**config.mk**
```make
export PLATFORM = sky130hd
export DESIGN_NAME = ws2812b_rx_decoder
export DESIGN_NICKNAME = d
export VERILOG_FILES = /design/src/rtl/ws2812b_rx_decoder.sv
export SDC_FILE = /design/constraint.sdc
export NUM_CORES = 1
export LEC_CHECK = 0
export CAP_MARGIN = 20
export CORE_MARGIN = 2
export CORE_UTILIZATION = 57
export DETAILED_ROUTE_END_ITERATION = 10
export MAX_ROUTING_LAYER = met4
export PLACE_DENSITY_LB_ADDON = 0.05
export SYNTH_ARGS = -nofsm -noshare
export SYNTH_HDL_FRONTEND = slang
export SYNTH_SLANG_ARGS = --single-unit
export TNS_END_PERCENT = 5
```
**constraint.sdc**
```tcl
create_clock -name clk -period 2.5 [get_ports clk]
set_input_delay 0.25 -clock clk [delete_from_list [all_inputs] [get_ports clk]]
set_output_delay 0.25 -clock clk [all_outputs]
set_load 0.03 [all_outputs]
```
**src/rtl/ws2812b_rx_decoder.sv**
```systemverilog
// ws2812b_rx_decoder
//   Receive side of the WS2812B single-wire LED protocol. Each high pulse on
//   din is timed and classified as a 0 or 1 bit. Bits are assembled MSB-first
//   into 24-bit GRB words, which are handed out over a valid/ready handshake.
//   A long low gap closes a frame.
// Ports
//   clk, rst_n    clock, asynchronous active-low reset
//   din           serial line, asynchronous to clk
//   pixel         decoded {G,R,B} word, first-received bit in [23]
//   pixel_valid   pixel/pixel_idx hold an unconsumed word
//   pixel_ready   consumer accepts when valid && ready
//   pixel_idx     word position within the current frame
//   frame_end     1-cycle pulse when a gap closes a frame
//   err_overflow  sticky: a word completed while the previous was still held
//   err_pulse     sticky: over-long pulse, or frame ended mid-word
//   err_clear     clears both sticky flags (a same-cycle set wins)
module ws2812b_rx_decoder #(
  parameter int BIT_THRESH = 38,
  parameter int MIN_HIGH   = 8,
  parameter int MAX_HIGH   = 96,
  parameter int RESET_LOW  = 3200
) (
  input  logic        clk,
  input  logic        rst_n,
  input  logic        din,
  output logic [23:0] pixel,
  output logic        pixel_valid,
  input  logic        pixel_ready,
  output logic [5:0]  pixel_idx,
  output logic        frame_end,
  output logic        err_overflow,
  output logic        err_pulse,
  input  logic        err_clear
);
  localparam int HW = $clog2(MAX_HIGH + 2);
  localparam int LW = $clog2(RESET_LOW + 1);

  typedef enum logic [1:0] {ALIGN, IDLE, HIGH} state_t;

  state_t        state;
  logic          s1, ds, ds_q;
  logic [HW-1:0] high_cnt;
  logic [LW-1:0] low_cnt;
  logic [23:0]   shift;
  logic [4:0]    bit_cnt;
  logic [5:0]    word_cnt;
  logic          frame_active;  // a bit was accepted since the last frame end

  logic rise, fall, low_hit, bit_val, accept;
  logic [23:0] shift_nxt;

  assign rise      = ds & ~ds_q;
  assign fall      = ~ds & ds_q;
  // True only on the single cycle low_cnt steps onto RESET_LOW.
  assign low_hit   = ~ds && (low_cnt == LW'(RESET_LOW - 1));
  assign bit_val   = high_cnt >= HW'(BIT_THRESH);
  assign accept    = pixel_valid & pixel_ready;
  assign shift_nxt = {shift[22:0], bit_val};

  always_ff @(posedge clk or negedge rst_n) begin
    if (!rst_n) begin
      s1       <= 1'b0;
      ds       <= 1'b0;
      ds_q     <= 1'b0;
      high_cnt <= '0;
      low_cnt  <= '0;
    end else begin
      s1   <= din;
      ds   <= s1;
      ds_q <= ds;
      if (ds) begin
        low_cnt <= '0;
        if (high_cnt != HW'(MAX_HIGH + 1)) high_cnt <= high_cnt + 1'b1;
      end else begin
        high_cnt <= '0;
        if (low_cnt != LW'(RESET_LOW)) low_cnt <= low_cnt + 1'b1;
      end
    end
  end

  always_ff @(posedge clk or negedge rst_n) begin
    if (!rst_n) begin
      state        <= ALIGN;
      shift        <= '0;
      bit_cnt      <= '0;
      word_cnt     <= '0;
      frame_active <= 1'b0;
      pixel        <= '0;
      pixel_idx    <= '0;
      pixel_valid  <= 1'b0;
      frame_end    <= 1'b0;
      err_overflow <= 1'b0;
      err_pulse    <= 1'b0;
    end else begin
      frame_end <= 1'b0;
      if (accept) pixel_valid <= 1'b0;
      // Clear first so that any set below overrides it.
      if (err_clear) begin
        err_overflow <= 1'b0;
        err_pulse    <= 1'b0;
      end
      case (state)
        ALIGN: if (low_hit) state <= IDLE;
        IDLE: begin
          if (rise) begin
            state <= HIGH;
          end else if (low_hit && frame_active) begin
            frame_end    <= 1'b1;
            word_cnt     <= '0;
            frame_active <= 1'b0;
            if (bit_cnt != 5'd0) begin
              err_pulse <= 1'b1;
              bit_cnt   <= '0;
            end
          end
        end
        HIGH: begin
          if (fall) begin
            if (high_cnt < HW'(MIN_HIGH)) begin
              state <= IDLE;
            end else if (high_cnt > HW'(MAX_HIGH)) begin
              err_pulse <= 1'b1;
              bit_cnt   <= '0;
              state     <= ALIGN;
            end else begin
              state        <= IDLE;
              frame_active <= 1'b1;
              shift        <= shift_nxt;
              // The 24th bit completes the word on the same edge it is
              // shifted, so valid rises 3 clk after the din fall.
              if (bit_cnt == 5'd23) begin
                bit_cnt  <= '0;
                word_cnt <= word_cnt + 1'b1;
                if (!pixel_valid || accept) begin
                  pixel       <= shift_nxt;
                  pixel_idx   <= word_cnt;
                  pixel_valid <= 1'b1;
                end else begin
                  err_overflow <= 1'b1;
                end
              end else begin
                bit_cnt <= bit_cnt + 1'b1;
              end
            end
          end
        end
        default: state <= ALIGN;
      endcase
    end
  end
endmodule

```
==> flow_metrics.tcl, run 1 <==
set metrics [dict create \
    cp-start-kind "flip-flop" \
    hold_violations 0 \
    dpl.cell_count 487 \
    syn_nets 367 \
    ios 39 \
    wl_um 7504 \
    h-tree-depth 3 \
    cap_violations 0 \
    place_hpwl_um 5349 \
    synth_mux_area_share_pct 13.92 \
    min_period_ns 2.224 \
    yosysWarnings 0 \
    finalSetupTns_ns 0 \
    clk_latency_ns 0.37 \
    switching_power_mw 0.6026 \
    nets 417 \
    grt_first_pass_wirelength_um 13690 \
    sw_frac_of_total_pct 22.81 \
    p_clk_share_pct 39.2 \
    dieArea_sq_um 8265 \
    rsz0062_at_grt "false" \
    cts_resized 0 \
    synth_common_cells "dfrtp_1 (93), mux2_1 (42), nand2_1 (27), nor2_1 (19), inv_1 (15)" \
    outcome "completed" \
    hp-class "input pin to flip-flop" \
    synth_top_area_share_pct 54.05 \
    power_mw 2.642 \
    synth.most_common_cell "dfrtp_1" \
    rows 31 \
    power_density_nw_per_um2 524.5 \
    avgSynthCellArea_sq_um 12.30 \
    synth-edff-count 0 \
    yosysTopAreaCell "dfrtp_1" \
    max-slew-margin-rel_pct 69.65 \
    timing.reg2reg.setup_slack_ns 0.28 \
    first_iter_violations 126 \
    synth_xor_area_share_pct 3.051 \
    p_leak_nw 2.397 \
    synth_compound_area_share_pct 8.544 \
    syn_to_final_growth_pct 16.97 \
    cts-buffers-inserted 9 \
    drt-pass1-iter-count 5 \
    yosys.area_share.simple_pct 14.07 \
    coreArea_sq_um 7292 \
    initial_core_util_pct 59.04 \
    grt_usage_pct 21.21 \
    synth_cell_types 65 \
    final_util_pct 69.06 \
    setup_slack_ns 0.2763 \
    cts-root-buf "clkbuf_8" \
    placed_area_sq_um 4820 \
    ant_nets 0 \
    vdd_drop_max_v 0.0003645 \
    hp-start "din" \
    p_seq_share_pct 57.9 \
    fp.dieH_um 90.91 \
    fin_skew_ns 0.01598 \
    critical_path_arrival_ns 2.46 \
    drive_gt1_share_pct 11.60 \
    synth_top_family_by_area "simple AND/OR/NAND/NOR gates" \
    max_slew.worst_pin.slew_ns 0.4553 \
    cts.sinks 93 \
    routed-via-count 2829 \
    antenna_cells 0 \
    drc 0 \
    drv_slew 0 \
    numPortBuffers 38 \
    fillers 562 \
    clockBufferDepth 2 \
    regToRegStartpoint "state[0]" \
    die_w_um 90.91 \
    synth_seq_cells 93 \
    grt_overflow 0 \
    holdPathStages 1 \
    cts_tree "done" \
    yosys.area_share.adder_pct 3.487 \
    worstPathMaxFanout 26 \
    comb_power_share_pct 2.8 \
    p_int_mw 2.039 \
    r2r_cells 7 \
    cts.clk_slew.worst_paths_ns 0.09 \
    netlist_instances 350 \
    pre_cts_ws_ns 0.2937 \
    fmax_ghz 0.4497 \
    whs_ns 0.3321 \
    grt_max_degree 38 \
    synth_flop_cell "dfrtp_1" \
    wl_per_cell_um 14.89 \
    routed_via_density 5.613 \
    seq_area_frac_synth_pct 54.05 \
    syn-cell-area_sq_um 4305 \
    synth-async-reset-ratio_pct 100.0 \
    grt_pass1_vias 2845 \
    fin_crit_sh_pct 88.95 \
    critPathCaptureType "flip-flop" \
    regArea_sq_um 2327 \
    multiInputGateArea_sq_um 1854 \
    cp.required_ns 2.74 \
    crit_type "flip-flop to flip-flop" \
    antenna_found_initial 0 \
    synth_area_leaders "dfrtp_1 (54%), mux2_1 (11%), ha_1 (3.5%)" \
    stdcell_count 504 \
    design_area_sq_um 5036 \
    holdPathEnd "s1" \
    place_congestion 0.8150 \
    r2r-end "shift[9]" \
    setup_viol 0 \
]
-- registers in the layout, summed over array words and instances, names as in the netlist, 2 cells and up --
signal	flops
pixel_idx	6
high_cnt	7
shift	23
bit_cnt	5
word_cnt	6
pixel	24
low_cnt	12
state	2
-- cells by family (layout without fill, tap and decap cells) --
kind of cell               count (synthesis)  after routing
DFF                                       93             93
AOI/OAI and AO/OA                         50             50
adders and majority gates                 12             12
and+or+nand+nor                          103            103
muxes                                     53             53
xor gates and xnor gates                  15             15
buffers and inverters                     24             79
-- area by class of cell --
class	instances	area share (%)
Sequential cell	93	46.21
Multi-Input combinational cell	233	36.82
Tap cell	99	2.460
Clock inverter	5	1.292
Inverter	15	1.118
Clock buffer	11	2.807
Timing Repair Buffer	48	9.292
-- timing repair --
item / CTS / global route
buffers inserted: 0 / 0
setup endpoints to repair: 0 / 0
hold endpoints to repair: 34 / 0
hold buffers: 1 / 0
-- power groups by stage --
stage               Clock [mW]  Combinational [mW]  Sequential, mW
global route              1.14              0.0879            1.53
global placement             0              0.0755            1.56
detailed placement           0              0.0765            1.56
finish                    1.04              0.0745            1.53
CTS                       1.06              0.0777            1.53
floorplan                    0              0.0300            1.56
-- how the worst max path moves through the flow --
stage	cells past startpoint	from	to	slack, ns
detailed placement	7	state[0]	shift[9]	0.29
global route	7	low_cnt[0]	state[0]	0.06
finish	7	state[0]	shift[9]	0.28
floorplan	8	state[0]	shift[17]	0.44
CTS	7	state[0]	shift[9]	0.28
global placement	7	low_cnt[0]	state[0]	0.34
-- per-layer routing --
| layer | GRT usage [%] | share of wire (%) | vias to the layer above | wire [um] |
|---|---|---|---|---|
| met1 | 27.03 | 47 | 1418 | 3499 |
| met2 | 34.83 | 50 | 42 | 3742 |
| li1 | - | - | 1363 | - |
| met5 | - | 0 | - | 0 |
| met4 | 7.071 | 0.68 | 0 | 51 |
| met3 | 3.673 | 2.8 | 6 | 211 |
-- cells in the final DEF, fill, tap and decap left out, types with 3 or more instances in the layout --
cell / count
a21oi_1: 8
o21ai_1: 4
clkdlybuf4s50_1: 37
o21ai_0: 9
and2_1: 5
inv_1: 15
dfrtp_1: 93
o31ai_1: 3
nand4_1: 3
or4b_1: 3
clkbuf_8: 10
and3_1: 6
ha_1: 12
nor3_1: 5
xor2_1: 5
buf_4: 9
xnor2_1: 10
mux2_1: 42
nand2_1: 27
nor2_1: 19
mux2_2: 9
nand3_1: 11
-- critical path, cell delays in order, from the launching register on --
cell     delay [ns]
dfrtp_1        0.42
inv_1          0.10
ha_1           0.26
inv_1          0.09
or3_1          0.42
or2_1          0.24
buf_4          0.23
mux2_1         0.35
Note: power is estimated with default switching activity, not from simulation.
==> inputs of run 2 (changes only) <==
Settings changed: GPL_ROUTABILITY_DRIVEN from default to 0, MAX_ROUTING_LAYER met4 to default, TNS_END_PERCENT 5 to 1.
==> run 2 against run 1 <==
Die area did not move. Combinational power barely moved. Power barely moved. Sequential cell count did not move. Global-route usage fell by 0.63 points. Final area did not move. Sequential share of layout area did not move. Critical path type unchanged.
==> flow_metrics.tcl, run 2 (same netlist as run 1, synthesis figures left out) <==
set metrics [dict create \
    p_leak_nw 2.397 \
    fin_crit_sh_pct 88.91 \
    vdd_drop_max_v 0.0003647 \
    layout_commonest_cell "dfrtp_1" \
    ios 39 \
    fmax_ghz 0.4499 \
    grt_first_pass_wirelength_um 13700 \
    hold_violations 0 \
    grt_overflow 0 \
    initial_core_util_pct 59.04 \
    drive_gt1_share_pct 11.60 \
    whs_ns 0.3300 \
    crit_type "flip-flop to flip-flop" \
    drt-pass1-iter-count 5 \
    routed_via_density 5.609 \
    coreArea_sq_um 7292 \
    antenna_cells 0 \
    placed_area_sq_um 4820 \
    fin_skew_ns 0.01528 \
    post_cts_buffers 0 \
    h-tree-depth 3 \
    clockBufferDepth 2 \
    rsz0062_at_grt "false" \
    antenna_found_initial 0 \
    regMostFlops "pixel" \
    ant_nets 0 \
    dieArea_sq_um 8265 \
    grt_max_degree 38 \
    rows 31 \
    outcome "completed" \
    cts_tree "done" \
    largest_reg_flops 24 \
    numPortBuffers 38 \
    power_density_nw_per_um2 524.9 \
    worstPathMaxFanout 26 \
    cts-buffers-inserted 9 \
    min_period_ns 2.223 \
    design_area_sq_um 5036 \
    critPathCaptureType "flip-flop" \
    wl_per_cell_um 14.90 \
    cp-start-kind "flip-flop" \
    grt_pass1_vias 2848 \
    cts.clk_slew.worst_paths_ns 0.09 \
    wl_um 7509 \
    critical_path_arrival_ns 2.46 \
    top_regs "pixel (24), shift (23), low_cnt (12)" \
    drv_slew 0 \
    setup_viol 0 \
    hp-class "input pin to flip-flop" \
    die_w_um 90.91 \
    max_slew.worst_pin.slew_ns 0.4556 \
    max-slew-margin-rel_pct 69.63 \
    finalSetupTns_ns 0 \
    nets 417 \
    place_hpwl_um 5349 \
    first_iter_violations 104 \
    cts.sinks 93 \
    cts-root-buf "clkbuf_8" \
    final_cell_mix "dfrtp_1 (93), mux2_1 (42), clkdlybuf4s50_1 (37)" \
    drc 0 \
    clk_latency_ns 0.37 \
    grt_usage_pct 20.58 \
    routed-via-count 2827 \
    cp.required_ns 2.74 \
    cap_violations 0 \
    fp.dieH_um 90.91 \
    syn_to_final_growth_pct 16.97 \
]
## run 2: stage by stage
stage | utilization [%] | worst slack, ns | total power [mW] | cells
2_1_floorplan | - | 0.4418 | 1.586 | 350
3_3_place_gp | 66.09 | 0.3359 | 1.636 | 487
3_5_place_dp | 66.09 | 0.2937 | 1.637 | 487
4_1_cts | 69.06 | 0.2784 | 2.672 | 504
5_1_grt | 69.06 | 0.05925 | 2.759 | 504
6_report | 69.06 | 0.2772 | 2.643 | 504
## run 2: power breakdown
| part | switching, mW | leakage [nW] | internal, mW |
|---|---|---|---|
| Combinational | 0.0494 | 1.00 | 0.0250 |
| Clock | 0.537 | 0.105 | 0.501 |
| Sequential | 0.0179 | 1.29 | 1.51 |
| Total | 0.605 | 2.40 | 2.04 |
## run 2: cell type report
class,instances,area [sq um]
multi-input cells,233,1854
clock inverters,5,65.06
repair buffers,48,467.9
clock buffers,11,141.4
inverters,15,56.30
flip-flops and latches,93,2327
well taps,99,123.9
fillers,562,2256
## run 2: final timing paths
kind                          start         to  slack, ns  cells past startpoint
max in group asynchronous     rst_n   shift[3]       1.41                      3
setup reg to reg           state[0]   shift[9]       0.28                      7
hold / removal                  din         s1       0.33                      1
hold reg to reg                  s1         ds       0.36                      0
setup / recovery           state[0]   shift[9]       0.28                      7
min in group asynchronous     rst_n  pixel[23]       0.36                      2
## run 2: routing by layer
metal  wire, um  track usage (%)  up-vias
met5          0                0        -
met1       3497            27.20     1417
met4         83            7.071        0
met2       3723            34.70       40
met3        205            3.422        8
li1           -                -     1362
## run 2: critical path: stages, from the launching register on
cell     delay, ns
dfrtp_1       0.42
inv_1         0.10
ha_1          0.26
inv_1         0.09
or3_1         0.42
or2_1         0.24
buf_4         0.23
mux2_1        0.35
## run 2: repair_timing
| action | CTS | global route |
|---|---|---|
| gates resized for setup | 0 | 0 |
| endpoints found under the hold margin | 34 | 0 |
| hold buffers | 1 | 0 |
